`src/rtl/vga_layer_compositor.sv`:
```
// rtl/vga_layer_compositor.sv - priority layer compositor with sync alignment, frame mask and overlap flags (option: VGA_LAYER_COMPOSITOR_COLORKEY_EN)
module vga_layer_compositor #(
    parameter int                 NUM_LAYERS      = 4,
    parameter int                 COLOR_W         = 16,
    parameter int                 ALIGN_DELAY     = 1,
    parameter logic [COLOR_W-1:0] TRANSPARENT_KEY = 16'hF81F
) (
    input  logic                          clk,
    input  logic                          rstn,
    input  logic                          in_hsync,
    input  logic                          in_vsync,
    input  logic                          in_de,
    input  logic                          new_frame,
    input  logic [NUM_LAYERS-1:0]         layer_mask_in,
    input  logic [NUM_LAYERS-1:0]         layer_pe,
    input  logic [NUM_LAYERS*COLOR_W-1:0] layer_color,
    input  logic [COLOR_W-1:0]            bg_color,
    output logic                          vga_hsync,
    output logic                          vga_vsync,
    output logic                          vga_de,
    output logic [COLOR_W-1:0]            vga_rgb,
    output logic [NUM_LAYERS-1:0]         hit_flags,
    output logic                          hit_valid
);

    logic a_hsync, a_vsync, a_de;

    generate
        if (ALIGN_DELAY == 0) begin : g_nodly
            assign {a_hsync, a_vsync, a_de} = {in_hsync, in_vsync, in_de};
        end else begin : g_dly
            // Stage k holds {hsync, vsync, de} delayed by k+1 cycles.
            logic [2:0] align_q [ALIGN_DELAY];
            logic [2:0] align_d [ALIGN_DELAY];

            always_comb begin
                align_d[0] = {in_hsync, in_vsync, in_de};
                for (int k = 1; k < ALIGN_DELAY; k++) begin
                    align_d[k] = align_q[k-1];
                end
            end

            always_ff @(posedge clk or negedge rstn) begin
                if (!rstn) begin
                    for (int k = 0; k < ALIGN_DELAY; k++) begin
                        align_q[k] <= 3'b000;
                    end
                end else begin
                    for (int k = 0; k < ALIGN_DELAY; k++) begin
                        align_q[k] <= align_d[k];
                    end
                end
            end

            assign {a_hsync, a_vsync, a_de} = align_q[ALIGN_DELAY-1];
        end
    endgenerate

    logic [NUM_LAYERS-1:0] mask_q, mask_d;
    logic [NUM_LAYERS-1:0] acc_q, acc_d;
    logic [NUM_LAYERS-1:0] hit_flags_q, hit_flags_d;
    logic                  hit_valid_q, hit_valid_d;
    logic                  hsync_q, hsync_d;
    logic                  vsync_q, vsync_d;
    logic                  de_q, de_d;
    logic [COLOR_W-1:0]    rgb_q, rgb_d;

    logic [NUM_LAYERS-1:0] eff;
    logic [NUM_LAYERS-1:0] hit_now;
    logic [COLOR_W-1:0]    sel_color;

    always_comb begin
        eff = layer_pe & mask_q;
`ifdef VGA_LAYER_COMPOSITOR_COLORKEY_EN
        for (int i = 0; i < NUM_LAYERS; i++) begin
            if (layer_color[i*COLOR_W +: COLOR_W] == TRANSPARENT_KEY) begin
                eff[i] = 1'b0;
            end
        end
`endif
    end

    // Walk from lowest to highest priority so the lowest effective index lands last.
    always_comb begin
        sel_color = bg_color;
        for (int i = NUM_LAYERS - 1; i >= 0; i--) begin
            if (eff[i]) begin
                sel_color = layer_color[i*COLOR_W +: COLOR_W];
            end
        end
    end

    always_comb begin
        hit_now = '0;
        if (a_de && eff[0]) begin
            hit_now = {eff[NUM_LAYERS-1:1], 1'b0};
        end
    end

    // A hit landing on the closing cycle belongs to the frame being published.
    always_comb begin
        mask_d      = new_frame ? layer_mask_in : mask_q;
        acc_d       = new_frame ? '0 : (acc_q | hit_now);
        hit_flags_d = new_frame ? (acc_q | hit_now) : hit_flags_q;
        hit_valid_d = new_frame;
        hsync_d     = a_hsync;
        vsync_d     = a_vsync;
        de_d        = a_de;
        rgb_d       = a_de ? sel_color : '0;
    end

    always_ff @(posedge clk or negedge rstn) begin
        if (!rstn) begin
            mask_q      <= '1;
            acc_q       <= '0;
            hit_flags_q <= '0;
            hit_valid_q <= 1'b0;
            hsync_q     <= 1'b0;
            vsync_q     <= 1'b0;
            de_q        <= 1'b0;
            rgb_q       <= '0;
        end else begin
            mask_q      <= mask_d;
            acc_q       <= acc_d;
            hit_flags_q <= hit_flags_d;
            hit_valid_q <= hit_valid_d;
            hsync_q     <= hsync_d;
            vsync_q     <= vsync_d;
            de_q        <= de_d;
            rgb_q       <= rgb_d;
        end
    end

    assign vga_hsync = hsync_q;
    assign vga_vsync = vsync_q;
    assign vga_de    = de_q;
    assign vga_rgb   = rgb_q;
    assign hit_flags = hit_flags_q;
    assign hit_valid = hit_valid_q;

endmodule

```
`config.mk`:
```
export PLATFORM = sky130hd
export DESIGN_NAME = vga_layer_compositor
export DESIGN_NICKNAME = d
export VERILOG_FILES = /design/src/rtl/vga_layer_compositor.sv
export SDC_FILE = /design/constraint.sdc
export NUM_CORES = 1
export LEC_CHECK = 0
export BUFFER_PORTS_ARGS = -buffer_cell sky130_fd_sc_hd__buf_2
export CAP_MARGIN = 5
export CELL_PAD_IN_SITES_DETAIL_PLACEMENT = 0
export CELL_PAD_IN_SITES_GLOBAL_PLACEMENT = 2
export CORE_MARGIN = 2
export CORE_UTILIZATION = 24
export DETAILED_ROUTE_END_ITERATION = 12
export PLACE_DENSITY_LB_ADDON = 0.1
export SYNTH_ARGS = -nofsm -noshare
export SYNTH_HDL_FRONTEND = slang
export SYNTH_SLANG_ARGS = --single-unit
```
`constraint.sdc`:
```
create_clock -name clk -period 3.1 [get_ports clk]
set_input_delay 0.31 -clock clk [delete_from_list [all_inputs] [get_ports clk]]
set_output_delay 0.31 -clock clk [all_outputs]
set_load 0.02 [all_outputs]
```
# Word-level counts from Yosys, hierarchy flattened
# Index checks and enable logic that the tools add are counted.
[classes]
muxes = 7
bitwise_logic = 2
reduce_logical = 1
[op_table]
columns = ["cell", "count"]
rows = [
  ["$mux 16", 5],
  ["$mux 4", 2],
  ["$and 4x4->4", 1],
  ["$or 4x4->4", 1],
  ["$logic_and 1x1->1", 1],
]
[word_totals]
register_bits = 35
inputBits = 94
output_inout_bits = 24
elab_cells = 19

# Depth between registers and ports, before layout
# Gate-level depths: netlist (run 1).
[depth]
ltp_word = 6
depth_mapped = 5
depth_no_buf = 3

# Worst setup path before layout (run 1)
# Ideal clock, no wire load.
[synth_path]
path_type = "reg2reg"
from = "reg mask_q[2]"
to = "reg rgb_q[13], in the netlist vga_rgb[13]"
setup_ns = 0.082
arrival_ns = 1.125
path_slack_ns = 1.893
path_stages_with_launch = 6
path_buffers = 2
path_cell_list = "dfstp_2 > and2_1 > buf_4 > buf_2 > nand3_1 > a31oi_1"
[synth_between]
elab_chain_cells = 5
[synth_rtl]
columns = ["item", "line_no", "text"]
rows = [
  ["from (decl)", "59", "logic [NUM_LAYERS-1:0] mask_q, mask_d;"],
  ["from (signal assigned)", "123", "mask_q <= mask_d;"],
  ["$and 4x4->4", "73", "eff = layer_pe & mask_q;"],
  ["$mux 16 (3 in series)", "87", "if (eff[i]) begin"],
  ["$mux 16", "109", "rgb_d = a_de ? sel_color : '0;"],
  ["net rgb_d[13]", "66", "logic [COLOR_W-1:0] rgb_q, rgb_d;"],
  ["to (signal assigned)", "130", "rgb_q <= rgb_d;"],
  ["to (decl)", "66", ""],
]
# The timed path passes the listed nets, and every way through them passes these cells.
# A chain may end at the register's enable or synchronous reset.

# Worst setup path in the final report (run 1)
[layout_path]
from = "reg mask_q[0]"
to = "reg hit_flags_q[3], in the netlist hit_flags[3]"
[layout_between]
elab_chain_cells = 4
[layout_rtl]
columns = ["item", "line_no", "text"]
rows = [
  ["$and 4x4->4", "73", ""],
  ["$logic_and 1x1->1", "95", "if (a_de && eff[0]) begin"],
  ["$mux 4", "95", ""],
  ["$or 4x4->4", "104", "hit_flags_d = new_frame ? (acc_q | hit_now) : hit_flags_q;"],
  ["to (signal assigned)", "125", "hit_flags_q <= hit_flags_d;"],
  ["to (decl)", "61", "logic [NUM_LAYERS-1:0] hit_flags_q, hit_flags_d;"],
]
# No other way between the ends.

==> impl_metrics.json, run 1 <==
{
  "cts_resized": 0,
  "synth_area_leaders": "dfrtp_1 (41%), a21boi_0 (6.7%), o21ai_0 (6.5%)",
  "placed_cells": 383,
  "fillerInstances": 787,
  "critPathMaxFanout": 19,
  "hold_viol": 0,
  "drc": 0,
  "vias": 1836,
  "fp.coreArea_um2": 7210,
  "ys_types": 23,
  "wl_per_cell_um": 16.1,
  "cts_root_buf": "clkbuf_8",
  "ir_drop_mv": 0.155,
  "whs_ps": 81.6,
  "rrSetupSlack_ps": 1290,
  "htreeDepth": 2,
  "setup_viol": 0,
  "post-route-util_pct": 34.4,
  "stdcell_area_um2": 2480,
  "crit_path_end_kind": "flip-flop",
  "drtIter0Drc": 56,
  "synth_top_area_share_pct": 40.7,
  "setup_tns_ps": 0,
  "slew_headroom_pct": 35.8,
  "power_density_nw_per_um2": 482,
  "yosysTopAreaCell": "dfrtp_1",
  "slew_viol_final": 0,
  "mostFrequentLayoutCell": "buf_2",
  "path_clk_slew_ps": 80,
  "port_buffers": 116,
  "critPathLaunchType": "flip-flop",
  "antenna_cells": 0,
  "drive_gt1_share_pct": 49.0,
  "cellLeakagePower_nw": 1.21,
  "timing.rr.start": "mask_q[0]$_DFFE_PN1P_",
  "syn_area_um2": 1780,
  "start_util_pct": 24.7,
  "place_ws_ps": 1300,
  "finalCritPeriodShare_pct": 58.4,
  "grt_pass1_wl_um": 9890,
  "die_x_um": 90.2,
  "yosys_warnings": 0,
  "synth_top_flop_cell": "dfrtp_1",
  "final_cell_mix": "buf_2 (116), dfrtp_1 (29), o21ai_0 (23)",
  "clock-sinks": 33,
  "cp.required_ps": 3310,
  "hold_buffers": 0,
  "synth_nets": 281,
  "synthToLayoutAreaGrowth_pct": 39.2,
  "cts_tree": "built",
  "startpoint": "mask_q[0]$_DFFE_PN1P_",
  "dr.pass1.iters": 4,
  "placementRows": 31,
  "power_mw": 1.19,
  "fin_nets": 385,
  "io_pins": 118,
  "cts_buffers": 5,
  "clk_latency_ps": 280,
  "r2r-end": "hit_flags[3]$_DFFE_PN0P_",
  "routed_wl_um": 6310,
  "yosysSeqAreaShare_pct": 46.6,
  "viasPerCell": 4.70,
  "async_flop_share_pct": 100,
  "post_cts_buffers": 0,
  "placed_cell_area_um2": 2360,
  "status": "completed",
  "hpwl_um": 4670,
  "critPathCapture": "hit_flags[3]$_DFFE_PN0P_",
  "reg2regPathDepth": 3,
  "fin_cells": 391,
  "period_minus_slack_ps": 1810,
  "grt_max_degree": 35,
  "die_area_um2": 8130,
  "postRouteAntennaNets": 0,
  "fmax_mhz": 553,
  "regArea_um2": 831,
  "fin_skew_ps": 9.11,
  "tightest_slew_ps": 963,
  "die_h_um": 90.2,
  "synth-edff-count": 0,
  "multiInputGateArea_um2": 825,
  "synth_seq_cells": 33,
  "syn_inst": 187,
  "place_congestion": 0.814,
  "drv_cap": 0,
  "grt_pass1_vias": 1923,
  "hold_path_class": "input port to async pin",
  "grt_use_total_pct": 15.5,
  "cts.path.max_buffers": 2,
  "path_class": "flip-flop to flip-flop",
  "setup_ws_ps": 1290,
  "worstPathArrival_ps": 2020,
  "grt_antenna_before_repair": 0,
  "rsz0062_at_grt": "false",
  "overflow": 0,
  "synth_area_per_cell_um2": 9.53
}
## cells in the mapped netlist (all sizes together) (2+ instances only)
cell type,number
and2,3
nand3,16
nand2,2
dfrtp,29
buf,16
mux2,4
dfstp,4
nor2,6
o21ai,32
clkbuf,3
a21boi,16
a21oi,19
and3,16
a31oi,18
## flip-flops by register name, indices dropped and copies added, names as in the netlist
name / flops
vga_rgb: 16
g_dly.align_q: 3
hit_flags: 3
hit_valid: 1
vga_hsync: 1
acc_q: 3
mask_q: 4
vga_vsync: 1
vga_de: 1
## worst min-delay path by stage
| stage | startpoint | to | slack (ps) | cells past startpoint |
|---|---|---|---|---|
| CTS | rstn | hit_valid$_DFF_PN0_ | 110 | 1 |
| global route | in_de | g_dly.align_q[0]$_DFF_PN0_ | 120 | 1 |
| detailed placement | g_dly.align_q[2]$_DFF_PN0_ | vga_hsync$_DFF_PN0_ | 340 | 0 |
| floorplan | rstn | acc_q[1]$_DFF_PN0_ | 10 | 0 |
| global placement | g_dly.align_q[2]$_DFF_PN0_ | vga_hsync$_DFF_PN0_ | 330 | 0 |
| finish | rstn | acc_q[1]$_DFF_PN0_ | 80 | 1 |
## power by group
group | switching (mW) | leakage (nW) | internal, mW
registers | 0.0248 | 0.409 | 0.471
logic | 0.162 | 0.747 | 0.112
clock network | 0.163 | 0.0574 | 0.261
## final cells by class
type / instances / area share, %
clock buffer: 6 / 3.33
clock inverter: 2 / 1.51
multi-input combinational: 135 / 33.2
sequential: 33 / 33.5
tap: 99 / 4.99
timing repair buffer: 116 / 23.4
## worst max-delay path, stage by stage, from the launching register on
cell and delay, ps:
dfstp_2 540, and2_1 760, a41oi_1 250, a21oi_1 190
## logic make-up (layout without fill, tap and decap cells)
logic type      Yosys count  after routing  share of synthesized area [%]
mux                       4              4                           2.53
buf+inv                  19            124                           7.09
simple gates             43             43                           12.9
other cells               1              1                          0.210
compound gates           87             87                           30.7
flops                    33             33                           46.6
## metal layers
| metal | routed length, µm | track usage [%] |
|---|---|---|
| met1 | 2870 | 20.3 |
| met2 | 2870 | 24.2 |
| met3 | 495 | 5.11 |
| met4 | 74 | 4.74 |
| met5 | 0 | 0 |
No activity file was read; power rests on OpenSTA's default activity.
==> run 2: changes to the inputs <==
--- a/config.mk
+++ b/config.mk
@@ -5,12 +5,13 @@
 export SDC_FILE = /design/constraint.sdc
 export NUM_CORES = 1
 export LEC_CHECK = 0
+export ABC_AREA = 1
 export BUFFER_PORTS_ARGS = -buffer_cell sky130_fd_sc_hd__buf_2
 export CAP_MARGIN = 5
 export CELL_PAD_IN_SITES_DETAIL_PLACEMENT = 0
 export CELL_PAD_IN_SITES_GLOBAL_PLACEMENT = 2
 export CORE_MARGIN = 2
-export CORE_UTILIZATION = 24
+export CORE_UTILIZATION = 21
 export DETAILED_ROUTE_END_ITERATION = 12
 export PLACE_DENSITY_LB_ADDON = 0.1
 export SYNTH_ARGS = -nofsm -noshare
==> constraint.sdc (replaced) <==
create_clock -name clk -period 1.8 [get_ports clk]
set_input_delay 0.18 -clock clk [delete_from_list [all_inputs] [get_ports clk]]
set_output_delay 0.18 -clock clk [all_outputs]
set_load 0.02 [all_outputs]
==> run 2 against run 1 <==
Effect of this change:
- synthesized cell count increased by 40%
- combinational power rose by 84%
- register-to-register slack worse by 930 ps
- sequential power grew 68%
- routed wire length grew 5.6%
- setup slack lost 930 ps
- sequential share of layout area decreased by 2.4 points
- clock skew down 1.4 ps
- power is 61% higher
- first-iteration DRC count rose by 8.9%
- flip-flop and latch count unchanged
- hold slack better by 5.8 ps
==> impl_metrics.json, run 2 <==
{
  "min_from": "layer_mask_in[2]",
  "synthToLayoutAreaGrowth_pct": 40.2,
  "grt_pass1_wl_um": 10600,
  "whs_ps": 87.4,
  "htreeDepth": 2,
  "io_pins": 118,
  "grt_pass1_vias": 2142,
  "synthXorXnorAreaFrac_pct": 0,
  "grt_use_total_pct": 13.9,
  "routed_wl_um": 6670,
  "grt_antenna_before_repair": 0,
  "drtIter0Drc": 61,
  "dr.max_layer_used": "met4",
  "worstPathArrival_ps": 1650,
  "crit_slowest_cell": "dfstp_2",
  "syn_inst": 261,
  "largest_reg_flops": 16,
  "die_area_um2": 9840,
  "synth_common_cells": "nand2_1 (87), nand3_1 (33), nor2_1 (32), dfrtp_1 (29)",
  "cp_cell_sequence": "nand2_2, nand3_1, nand2_1, a21oi_1",
  "synth_seq_cells": 33,
  "synth_nets": 355,
  "post_cts_buffers": 0,
  "overflow": 0,
  "yosysTopAreaCell": "dfrtp_1",
  "path_class": "flip-flop to flip-flop",
  "cp_slowest_stage_delay_ps": 540,
  "period_minus_slack_ps": 1440,
  "hold_path_class": "input port to flip-flop",
  "synthSimpleGateAreaFrac_pct": 34.5,
  "setup_tns_ps": 0,
  "wl_met1_um": 2890,
  "power_density_nw_per_um2": 722,
  "setup_viol": 0,
  "slew_viol_final": 0,
  "mostFrequentLayoutCell": "buf_2",
  "vias": 2006,
  "synth_top_family_by_area": "simple AND/OR/NAND/NOR gates",
  "rrSetupSlack_ps": 360,
  "crit_family": "simple AND/OR/NAND/NOR gates",
  "drc": 0,
  "yosysSeqAreaShare_pct": 43.7,
  "synth_compound_area_share_pct": 11.6,
  "finalCritPeriodShare_pct": 79.8,
  "synthMuxAreaShare_pct": 0,
  "hold_buffers": 4,
  "hpwl_um": 5070,
  "start_util_pct": 21.7,
  "route.met2.wl_um": 3220,
  "synth_top_area_share_pct": 38.1,
  "cts_tree": "built",
  "fin_nets": 469,
  "slew_headroom_pct": 50.8,
  "yosysMostFrequentCell": "nand2_1",
  "synth_top_flop_cell": "dfrtp_1",
  "status": "completed",
  "die_x_um": 99.2,
  "async_flop_share_pct": 100,
  "ir_drop_mv": 0.238,
  "drive_gt1_share_pct": 38.3,
  "cts_resized": 0,
  "tightest_slew_ps": 737,
  "timing.rr.start": "mask_q[2]$_DFFE_PN1P_",
  "fmax_mhz": 696,
  "critPathBufInv": 0,
  "synth-edff-count": 0,
  "startpoint": "mask_q[2]$_DFFE_PN1P_",
  "critPathCapture": "vga_rgb[1]$_DFF_PN0_",
  "drv_cap": 0,
  "wl_met3_um": 454,
  "dr.pass1.iters": 4,
  "ys_types": 20,
  "die_h_um": 99.2,
  "viasPerCell": 4.14,
  "synth_area_per_cell_um2": 7.29,
  "cts_root_buf": "clkbuf_8",
  "fin_skew_ps": 7.70,
  "synth_area_leaders": "dfrtp_1 (38%), nand2_1 (17%), nand3_1 (8.7%)",
  "postRouteAntennaNets": 0,
  "path_clk_slew_ps": 70,
  "rsz0062_at_grt": "false",
  "place_congestion": 0.761,
  "placementRows": 34,
  "port_buffers": 116,
  "placed_cells": 472,
  "antenna_cells": 0,
  "setup_ws_ps": 364,
  "yosys.area_share.adder_pct": 0,
  "final_cell_mix": "buf_2 (116), nand2_1 (87), nand3_1 (33)",
  "syn_area_um2": 1900,
  "yosys_warnings": 0,
  "grt_max_degree": 34,
  "cts.path.max_buffers": 2,
  "fin_cells": 484,
  "cellLeakagePower_nw": 1.50,
  "clk_latency_ps": 290,
  "r2r-end": "vga_rgb[1]$_DFF_PN0_",
  "wl_per_cell_um": 13.8,
  "crit_path_end_kind": "flip-flop",
  "fp.coreArea_um2": 8760,
  "critPathMaxFanout": 33,
  "cp.depth": 4,
  "power_mw": 1.93,
  "cp.required_ps": 2010,
  "clock-sinks": 33,
  "reg2regPathDepth": 4,
  "cts_buffers": 5,
  "hold_viol": 0,
  "place_ws_ps": 322,
  "fillerInstances": 1014,
  "critPathLaunchType": "flip-flop"
}
## run 2: cell count changes after synthesis, sizes merged, moves of 4 or more
cell,delta
a21boi,-16
and3,-16
a31oi,-18
nand3,+17
nand2,+87
inv,+18
nor2,+26
o21ai,-16
mux2,-4
## run 2: layer usage
layer	global-route usage [%]	vias to the layer above
met3	4.22	10
met1	16.4	882
li1	-	1045
met5	0	-
met2	24.5	69
met4	3.79	0
## run 2: through the flow
stage,instance area (µm²),util (%)
4_1_cts,2670,30.4
5_1_grt,2670,30.4
6_report,2670,30.4
3_5_place_dp,2540,29.0
2_1_floorplan,1900,-
3_3_place_gp,2540,29.0
## run 2: kinds of logic after synthesis
group                  count (synthesis)
other                                  1
flip-flops                            33
AO/OA/AOI/OAI                         35
AND/OR/NAND/NOR                      157
buffers and inverters                 35
## run 2: area by class of cell
type | count | area, µm² | share of cell area, %
inverter | 18 | 67.6 | 2.53
tap | 108 | 135 | 5.07
sequential | 33 | 831 | 31.1
multi-input combinational | 193 | 881 | 33.0
clock buffer | 8 | 90.1 | 3.38
timing repair buffer | 124 | 663 | 24.9
## run 2: how the worst min path moves through the flow
stage | endpoint | slack [ps] | depth (start not counted)
after detailed placement | g_dly.align_q[1]$_DFF_PN0_ | 290 | 1
after global placement | g_dly.align_q[1]$_DFF_PN0_ | 290 | 1
after CTS | mask_q[0]$_DFFE_PN1P_ | 80 | 3
final | mask_q[2]$_DFFE_PN1P_ | 90 | 3
after floorplan | acc_q[1]$_DFF_PN0_ | -120 | 0
after global routing | mask_q[2]$_DFFE_PN1P_ | 80 | 3
## run 2: worst reg2reg max path: stages (launching register included)
cell and delay, ps:
dfstp_2 540, nand2_2 340, nand3_1 250, nand2_1 100, a21oi_1 140
## run 2: where the power goes
| group | leakage [nW] | internal [mW] | total, mW | switching (mW) |
|---|---|---|---|---|
| clock network | 0.0455 | 0.312 | 0.587 | 0.275 |
| logic | 1.05 | 0.202 | 0.505 | 0.303 |
| registers | 0.412 | 0.804 | 0.835 | 0.0310 |
==> run 3: changes to the inputs <==
==> constraint.sdc (replaced) <==
create_clock -name clk -period 1.4 [get_ports clk]
set_input_delay 0.14 -clock clk [delete_from_list [all_inputs] [get_ports clk]]
set_output_delay 0.14 -clock clk [all_outputs]
set_load 0.02 [all_outputs]
==> run 3 against run 2 <==
Effect of this change:
- non-clock buffer count up 7
- count of clock-buffer cells in the layout down 1
- power up 32%
- hold slack worse by 41 ps
- clock skew down 6.4 ps
- final area up 3.1%
- first-iteration DRC count up 8.2%
- sequential share of layout area down 0.94 points
- largest power group unchanged
- highest routed layer unchanged
==> impl_metrics.json, run 3 (same netlist as run 2, synthesis figures left out) <==
{
  "reg2regPathDepth": 5,
  "drive_gt1_share_pct": 40.2,
  "cts_buffers": 5,
  "overflow": 0,
  "cp.required_ps": 1610,
  "status": "completed",
  "rsz0062_at_grt": "false",
  "path_class": "flip-flop to flip-flop",
  "setup_tns_ps": 0,
  "mostFrequentLayoutCell": "buf_2",
  "start_util_pct": 21.7,
  "io_pins": 118,
  "stdcell_area_um2": 2750,
  "postRouteAntennaNets": 0,
  "fin_nets": 476,
  "period_minus_slack_ps": 1280,
  "drtIter0Drc": 66,
  "p_int_mw": 1.76,
  "whs_path_depth": 3,
  "critPathMaxFanout": 15,
  "fin_cells": 491,
  "fin_skew_ps": 1.26,
  "post_cts_buffers": 0,
  "place_congestion": 0.785,
  "min_from": "layer_mask_in[2]",
  "clockPowerShare_pct": 31.4,
  "setup_ws_ps": 116,
  "finalCritPeriodShare_pct": 91.7,
  "vias": 2011,
  "cts.path.max_buffers": 2,
  "grt_antenna_before_repair": 0,
  "rrSetupSlack_ps": 120,
  "power_density_nw_per_um2": 928,
  "antenna_cells": 0,
  "post-route-util_pct": 31.4,
  "fp.coreArea_um2": 8760,
  "die_x_um": 99.2,
  "worstPathArrival_ps": 1490,
  "critPathLaunchType": "flip-flop",
  "timing.rr.start": "mask_q[3]$_DFFE_PN1P_",
  "drv_cap": 0,
  "port_buffers": 116,
  "grt_pass1_vias": 2092,
  "htreeDepth": 2,
  "routed_wl_um": 6530,
  "slew_viol_final": 0,
  "hold_path_class": "input port to flip-flop",
  "grt_max_degree": 34,
  "placed_cell_area_um2": 2600,
  "place_ws_ps": 46.5,
  "grt_use_total_pct": 13.6,
  "placementRows": 34,
  "viasPerCell": 4.10,
  "cts_tree": "built",
  "holdPathEnd": "mask_q[2]$_DFFE_PN1P_",
  "path_clk_slew_ps": 70,
  "wl_per_cell_um": 13.3,
  "cellLeakagePower_nw": 1.55,
  "p_sw_mw": 0.789,
  "largest_reg_flops": 16,
  "crit_path_end_kind": "flip-flop",
  "cts_root_buf": "clkbuf_8",
  "grt_pass1_wl_um": 10400,
  "fmax_mhz": 779,
  "hpwl_um": 5050,
  "hold_viol": 0,
  "final_cell_mix": "buf_2 (116), nand2_1 (86), nand3_1 (33)",
  "switching_share_pct": 30.9,
  "synthToLayoutAreaGrowth_pct": 44.5,
  "clock-sinks": 33,
  "dr.pass1.iters": 4,
  "die_area_um2": 9840,
  "setup_viol": 0,
  "drc": 0,
  "die_h_um": 99.2,
  "r2r-end": "vga_rgb[3]$_DFF_PN0_",
  "ir_drop_mv": 0.339,
  "comb_power_share_pct": 26.9,
  "clk_latency_ps": 280,
  "seq_power_share_pct": 41.7,
  "placed_cells": 479
}
run 3: changes by cell type in the layout (fill, tap and decap cells not counted):
cell,before,now
nand2_2,1,2
buf_6,0,1
nand2_1,87,86
clkinv_2,0,1
clkbuf_1,2,0
clkbuf_8,6,7
buf_4,3,8
buf_12,1,2
run 3: power by group through the flow:
stage / sequential [mW] / combinational [mW] / clock, mW
global route: 1.07 / 0.774 / 0.888
CTS: 1.07 / 0.706 / 0.835
global placement: 1.08 / 0.697 / 0
detailed placement: 1.08 / 0.695 / 0
finish: 1.06 / 0.686 / 0.801
floorplan: 1.15 / 0.319 / 0
run 3: per-layer routing:
layer / global-route usage [%] / share of wire [%]
met1: 16.0 / 41
met2: 24.6 / 51
met3: 4.01 / 7.3
met4: 2.53 / 0.64
met5: 0 / 0
run 3: cell type report:
| cell class | count | area [µm²] |
|---|---|---|
| Clock buffer | 7 | 96.3 |
| Clock inverter | 1 | 5.00 |
| Fill cell | 1000 | 6010 |
| Inverter | 18 | 67.6 |
| Multi-Input combinational cell | 193 | 883 |
| Sequential cell | 33 | 831 |
| Tap cell | 108 | 135 |
| Timing Repair Buffer | 131 | 732 |
run 3: how the worst max path moves through the flow:
stage	slack (ps)	cells after the start	startpoint	end
after floorplan	240	7	mask_q[3]$_DFFE_PN1P_	vga_rgb[10]$_DFF_PN0_
after global placement	50	5	mask_q[3]$_DFFE_PN1P_	vga_rgb[3]$_DFF_PN0_
after detailed placement	50	5	mask_q[3]$_DFFE_PN1P_	vga_rgb[3]$_DFF_PN0_
after CTS	30	5	mask_q[3]$_DFFE_PN1P_	vga_rgb[3]$_DFF_PN0_
after global routing	30	5	mask_q[3]$_DFFE_PN1P_	vga_rgb[2]$_DFF_PN0_
final	120	5	mask_q[3]$_DFFE_PN1P_	vga_rgb[3]$_DFF_PN0_
run 3: what timing repair did:
action,in CTS,in global routing
hold endpoints to repair,32,0
hold buffers,4,0
setup endpoints to repair,0,9
gates resized for setup,0,2
run 3: worst max-delay path: stages (launching register included):
cell	delay (ps)
dfstp_2	610
buf_6	190
nand3_1	80
nand3_1	110
nand2_1	80
a21oi_1	140
run 3: metrics by stage:
stage,power [mW],hold slack [ps]
2_1_floorplan,1.47,-156
3_3_place_gp,1.78,216
3_5_place_dp,1.78,216
4_1_cts,2.61,39.6
5_1_grt,2.74,66.2
6_report,2.55,46.5
